==> src/rtl/arb_grant_mux.sv <==
// Requester-side companion to a fixed-priority arbiter: requests, locks, muxes a packet.
// Optional sticky bad-grant flag (grant_err) enabled by ARB_GRANT_CHECK_EN.
module arb_grant_mux #(
    parameter  int NUM_REQ    = 4,
    parameter  int DATA_WIDTH = 32,
    localparam int IDX_WIDTH  = $clog2(NUM_REQ)
) (
    input  logic                          clk,
    input  logic                          rst_n,
    input  logic [NUM_REQ-1:0]            s_valid,
    input  logic [NUM_REQ*DATA_WIDTH-1:0] s_data,
    input  logic [NUM_REQ-1:0]            s_last,
    output logic [NUM_REQ-1:0]            s_ready,
    output logic [NUM_REQ-1:0]            arb_req,
    input  logic [NUM_REQ-1:0]            arb_grant,
    output logic                          m_valid,
    output logic [DATA_WIDTH-1:0]         m_data,
    output logic                          m_last,
    output logic [IDX_WIDTH-1:0]          m_idx,
    input  logic                          m_ready
`ifdef ARB_GRANT_CHECK_EN
    ,
    output logic                          grant_err
`endif
);

    typedef enum logic {IDLE, LOCK} state_e;

    state_e               state_q, state_d;
    logic [NUM_REQ-1:0]   gnt_q, gnt_d;
    logic [IDX_WIDTH-1:0] idx_q, idx_d;

    logic gnt_onehot;
    logic gnt_ok;

    function automatic logic [IDX_WIDTH-1:0] encode(input logic [NUM_REQ-1:0] v);
        logic [IDX_WIDTH-1:0] r;
        r = '0;
        for (int i = 0; i < NUM_REQ; i++) begin
            if (v[i]) r = r | IDX_WIDTH'(i);
        end
        return r;
    endfunction

    assign gnt_onehot = (arb_grant != '0) &&
                        ((arb_grant & (arb_grant - NUM_REQ'(1))) == '0);
    assign gnt_ok     = gnt_onehot && ((arb_grant & ~s_valid) == '0);

    always_ff @(posedge clk or negedge rst_n) begin
        if (!rst_n) begin
            state_q <= IDLE;
            gnt_q   <= '0;
            idx_q   <= '0;
        end else begin
            state_q <= state_d;
            gnt_q   <= gnt_d;
            idx_q   <= idx_d;
        end
    end

    always_comb begin
        state_d = state_q;
        gnt_d   = gnt_q;
        idx_d   = idx_q;
        unique case (state_q)
            IDLE: begin
                if (gnt_ok) begin
                    state_d = LOCK;
                    gnt_d   = arb_grant;
                    idx_d   = encode(arb_grant);
                end
            end
            LOCK: begin
                if (m_valid && m_ready && m_last) begin
                    state_d = IDLE;
                    gnt_d   = '0;
                end
            end
            default: state_d = IDLE;
        endcase
    end

    // Requests are masked while rst_n is low so the arbiter sees nothing in reset.
    always_comb begin
        arb_req = '0;
        s_ready = '0;
        m_valid = 1'b0;
        m_data  = '0;
        m_last  = 1'b0;
        m_idx   = '0;
        unique case (state_q)
            IDLE: begin
                arb_req = rst_n ? s_valid : '0;
            end
            LOCK: begin
                m_valid = s_valid[idx_q];
                m_data  = s_data[idx_q*DATA_WIDTH +: DATA_WIDTH];
                m_last  = s_last[idx_q];
                s_ready = gnt_q & {NUM_REQ{m_ready}};
                m_idx   = idx_q;
            end
            default: ;
        endcase
    end

`ifdef ARB_GRANT_CHECK_EN
    logic err_q, err_d;

    assign err_d = err_q |
                   ((state_q == IDLE) && (arb_grant != '0) && !gnt_ok);

    always_ff @(posedge clk or negedge rst_n) begin
        if (!rst_n) err_q <= 1'b0;
        else        err_q <= err_d;
    end

    assign grant_err = err_q;
`endif

endmodule

==> config.mk <==
export PLATFORM = sky130hd
export DESIGN_NAME = arb_grant_mux
export DESIGN_NICKNAME = d
export VERILOG_FILES = /design/src/rtl/arb_grant_mux.sv
export SDC_FILE = /design/constraint.sdc
export NUM_CORES = 1
export LEC_CHECK = 0
export BUFFER_PORTS_ARGS = -buffer_cell sky130_fd_sc_hd__buf_2
export CAP_MARGIN = 20
export CORE_ASPECT_RATIO = 0.75
export CORE_MARGIN = 4
export CORE_UTILIZATION = 35
export DETAILED_ROUTE_END_ITERATION = 16
export PLACE_DENSITY = 0.95
export SETUP_SLACK_MARGIN = 0.15
export SLEW_MARGIN = 20
export SYNTH_ARGS = -nofsm -noshare
export SYNTH_HDL_FRONTEND = slang
export SYNTH_SLANG_ARGS = --single-unit
==> constraint.sdc <==
create_clock -name clk -period 3.6 [get_ports clk]
set_input_delay 0.9 -clock clk [delete_from_list [all_inputs] [get_ports clk]]
set_output_delay 0.9 -clock clk [all_outputs]
set_load 0.01 [all_outputs]
**Word-level counts from Yosys, hierarchy flattened**

Cells that the tools add are included.
Widths: inputs -> output; s select.

- Flip-flop bits (word level): 7
- Input port bits: 143
- Output and inout bits: 44
- Logic and storage cells: 42

- Add/subtract/negate cells: 1
- $lt $le $gt $ge: 1
- Eq/ne operators: 2
- Shift operators: 1
- Mux-type cells: 20
- Bitwise operators: 5
- Reduce and logical (&&, ||, !) cells: 9

Operators with widths:

| kind | count |
|---|---|
| $shiftx 128x8->32 | 1 |
| $mux 32 | 1 |
| $mux 4 | 5 |
| $and 4x4->4 | 3 |
| $logic_not 4->1 | 2 |
| $pmux 4 s2 | 1 |
| $mux 1 | 7 |
| $mux 2 | 3 |
| $bmux 1 s2 | 2 |
| $logic_and 1x1->1 | 4 |
| $not 4->4 | 1 |
| $reduce_and 2->1 | 2 |
| $reduce_bool 4->1 | 1 |
| $sub 4x1->4 const B | 1 |
| $lt 2x3->1 const B | 1 |
| $ne 2x1->1 const B | 1 |
| $ne 2x2->1 const B | 1 |
| $pmux 1 s2 | 1 |
| $not 1->1 | 1 |

**Logic depth before layout (Yosys ltp)**

- Depth after elaboration: 7
- Gate-level depth with buffers: 5
- Mapped depth without buffers: 4

**Worst setup path after synthesis**

OpenSTA, ideal clock, no wires.

- Path type: input-to-output
- Start: input port s_last[3]
- End: output port m_last
- Data arrival time: 1.577 ns
- Required time: 2.700 ns
- Setup slack: 1.123 ns
- Cell stages on the path: 2
- Buffers on the path: 0
- Cell sequence: mux4_2 -> and2_1

- Word-level cells in the longest chain between the ends: 3

RTL lines:

| element | line | source |
|---|---|---|
| from (decl) | 12 | `input logic [NUM_REQ-1:0] s_last,` |
| $bmux 1 s2 | 98 | `m_last = s_last[idx_q];` |
| $mux 1 (not written as such) | 98 |  |
| $mux 1 | 91 | `unique case (state_q)` |
| to (decl) | 18 | `output logic m_last,` |

Every way passes these cells. The select of a mux whose other input is x is not followed.

**Worst setup path after layout**

- Start: register idx_q[0]
- End: output port m_data[0]

- Word-level cells in the longest chain between the ends: 2

RTL lines:

| element | line | source |
|---|---|---|
| from (decl) | 31 | `logic [IDX_WIDTH-1:0] idx_q, idx_d;` |
| from (signal assigned) | 57 | `idx_q <= idx_d;` |
| $shiftx 128x8->32 | 97 | `m_data = s_data[idx_q*DATA_WIDTH +: DATA_WIDTH];` |
| $mux 32 | 91 |  |
| to (decl) | 17 | `output logic [DATA_WIDTH-1:0] m_data,` |

Every way passes these cells.

==> results.tsv <==
metric	value	unit
post_drt_wl_per_cell	18.1	um
synthAdderAreaFrac	0	%
ys_top_cells_by_count	39 x and2_1, 33 x mux4_2, 7 x clkbuf_1, 7 x dfrtp_1	
status	finished, final reports clean	
cts.sinks	7	
fin_area	2500	um2
vdd_drop_max	0.000263	V
post-route-period-util	81.6	%
grt_antenna_before_repair	0	
synth_edf_count	0	
grt-ovfl-total	0	
syn_avg_cell_area	11.6	um2
dp_cells	359	
critical-path-max-stage-delay	680	ps
relSlewSlack	44.9	%
ff2ff_path_depth	5	
final_nets	452	
cellPowerDensity	623	nW/um2
skew	2.39	ps
dpl_cell_area	2450	um2
async_flop_share	100	%
cap_violations	0	
hpwl	5820	um
grt_pass1_wl	10200	um
cp_cell_sequence	buf_12 > mux4_2 > and2_1 > buf_2	
max_freq	0.340	GHz
finalMaxSlewViolations	0	
die_w	82.8	um
drive_above_1_share	74.4	%
hold_path_class	reg2reg	
worst_slack	663	ps
cp.arrival	2040	ps
muxShareOfSynthArea	51.9	%
finalSetupTns	0	ps
final_core_util	61.6	%
synth-compound-area-share	7.23	%
clkTransAtPathRegs	40	ps
routabilityCongestion	0.888	
dp_slack	876	ps
r2r_slack	1690	ps
areaGrowthSynthToFinish	69.8	%
cts_tree	yes	
grt_usage	24.1	%
crit_fanout	22	
start_util	36.3	%
drc	0	
synth_seq_cells	7	
syn_area	1470	um2
setup_violations	0	
crit_slowest_cell	dfrtp_2	
routed_wl	6550	um
numCtsBuffers	3	
synth_xor_area_share	0	%
p_leak	1.36	nW
ios	187	
grt_setup_unrepaired	no	
ys_seq_area_share	11.9	%
cp-start-kind	flop	
synthFlopType	dfrtp_1	
synth_top_area_share	50.6	%
initialDrtViolationCount	81	
path_class	reg2out	
placementRows	20	
io_buffer_count	186	
firstDrtPassIters	4	
finalCriticalPeriod	2940	ps
synth_cells	127	
power	1.55	mW
yosysMostFrequentCell	and2_1	
grt_max_degree	34	
vias_per_cell	5.25	
synth_top_family_by_area	multiplexers	
timing.hold.ws	494	ps
post_cts_buffers	0	
postCtsHoldBufs	0	
cts_resized	0	
synth_fp_nets	270	
worst_slew_pin_slew	826	ps
num_vias	1905	
antenna_left	0	
grt_pass1_vias	2129	
synth.distinct_cells	26	
h-tree-depth	1	
synthTopCellsByArea	mux4_2 51%, and2_1 17%, dfrtp_1 12%	
num_antenna_cells	0	
hold_viol_final	0	
die_h	64.1	um
clkLatencyLatePin	230	ps
clock_path_buffers	2	
fill_cells	370	
instances_no_fill	363	
clock-root-buffer	clkbuf_8	
coreArea	4050	um2
synth.largest_area_cell	mux4_2	
yosys.area_share.simple	24.4	%
required	2700	ps
yosys_warnings	0	
hold_depth	1	
dieArea	5310	um2
cp-end-kind	output port	
## final timing paths
check,start,endpoint
setup / recovery,idx_q[0],m_data[0]
hold / removal,gnt_q[2],gnt_q[2]
setup reg to reg,idx_q[1],gnt_q[3]
hold reg to reg,gnt_q[2],gnt_q[2]
max in group asynchronous,rst_n,idx_q[0]
min in group asynchronous,rst_n,idx_q[1]
## critical path, delay by kind of cell, from the launching register on
kind / cells / cell delay (ps)
AND/OR/NAND/NOR: 1 / 180
multiplexers: 1 / 530
buffers and inverters: 2 / 410
flip-flops: 1 / 680
## metal layers
metal  wire [um]  global-route usage (%)  part of all wire (%)
met5           0                       0                     0
met4          92                    6.12                   1.4
met3         593                    7.09                   9.0
met2        3540                    45.4                    54
met1        2330                    26.7                    35
## placed cells by master (no fill, tap or decap), types with 2 or more instances in the layout
master / Yosys / routed
mux4_2: 33 / 33
and3_1: 5 / 5
and2_1: 39 / 39
buf_4: 3 / 3
mux2i_1: 2 / 2
buf_2: 2 / 186
nor2_1: 4 / 4
a21oi_1: 5 / 5
dfrtp_1: 7 / 6
a22o_1: 3 / 3
and4bb_1: 2 / 2
a32o_1: 2 / 2
clkbuf_8: 0 / 3
## power breakdown
group / leakage (nW) / internal (mW) / switching (mW)
sequential: 0.0827 / 0.113 / 0.115
clock: 0.0228 / 0.0768 / 0.0360
combinational: 1.25 / 0.704 / 0.509
total: 1.36 / 0.894 / 0.660
## flip-flops by register name, indices dropped and copies added (netlist names)
signal / flops
gnt_q: 4
idx_q: 2
state_q: 1
## logic make-up after synthesis
logic type,after synthesis
flip-flops,7
AO/OA/AOI/OAI,14
multiplexers,35
buffers and inverters,14
AND/OR/NAND/NOR,57
## layout make-up
type / count / area [um2] / share of cell area [%]
Multi-Input combinational cell: 106 / 1230 / 49.2
Timing Repair Buffer: 190 / 973 / 39.0
Sequential cell: 7 / 176 / 7.07
Inverter: 1 / 3.75 / 0.150
Tap cell: 55 / 68.8 / 2.76
Clock buffer: 4 / 45.0 / 1.80
Note: power is estimated with default switching activity, not from simulation.
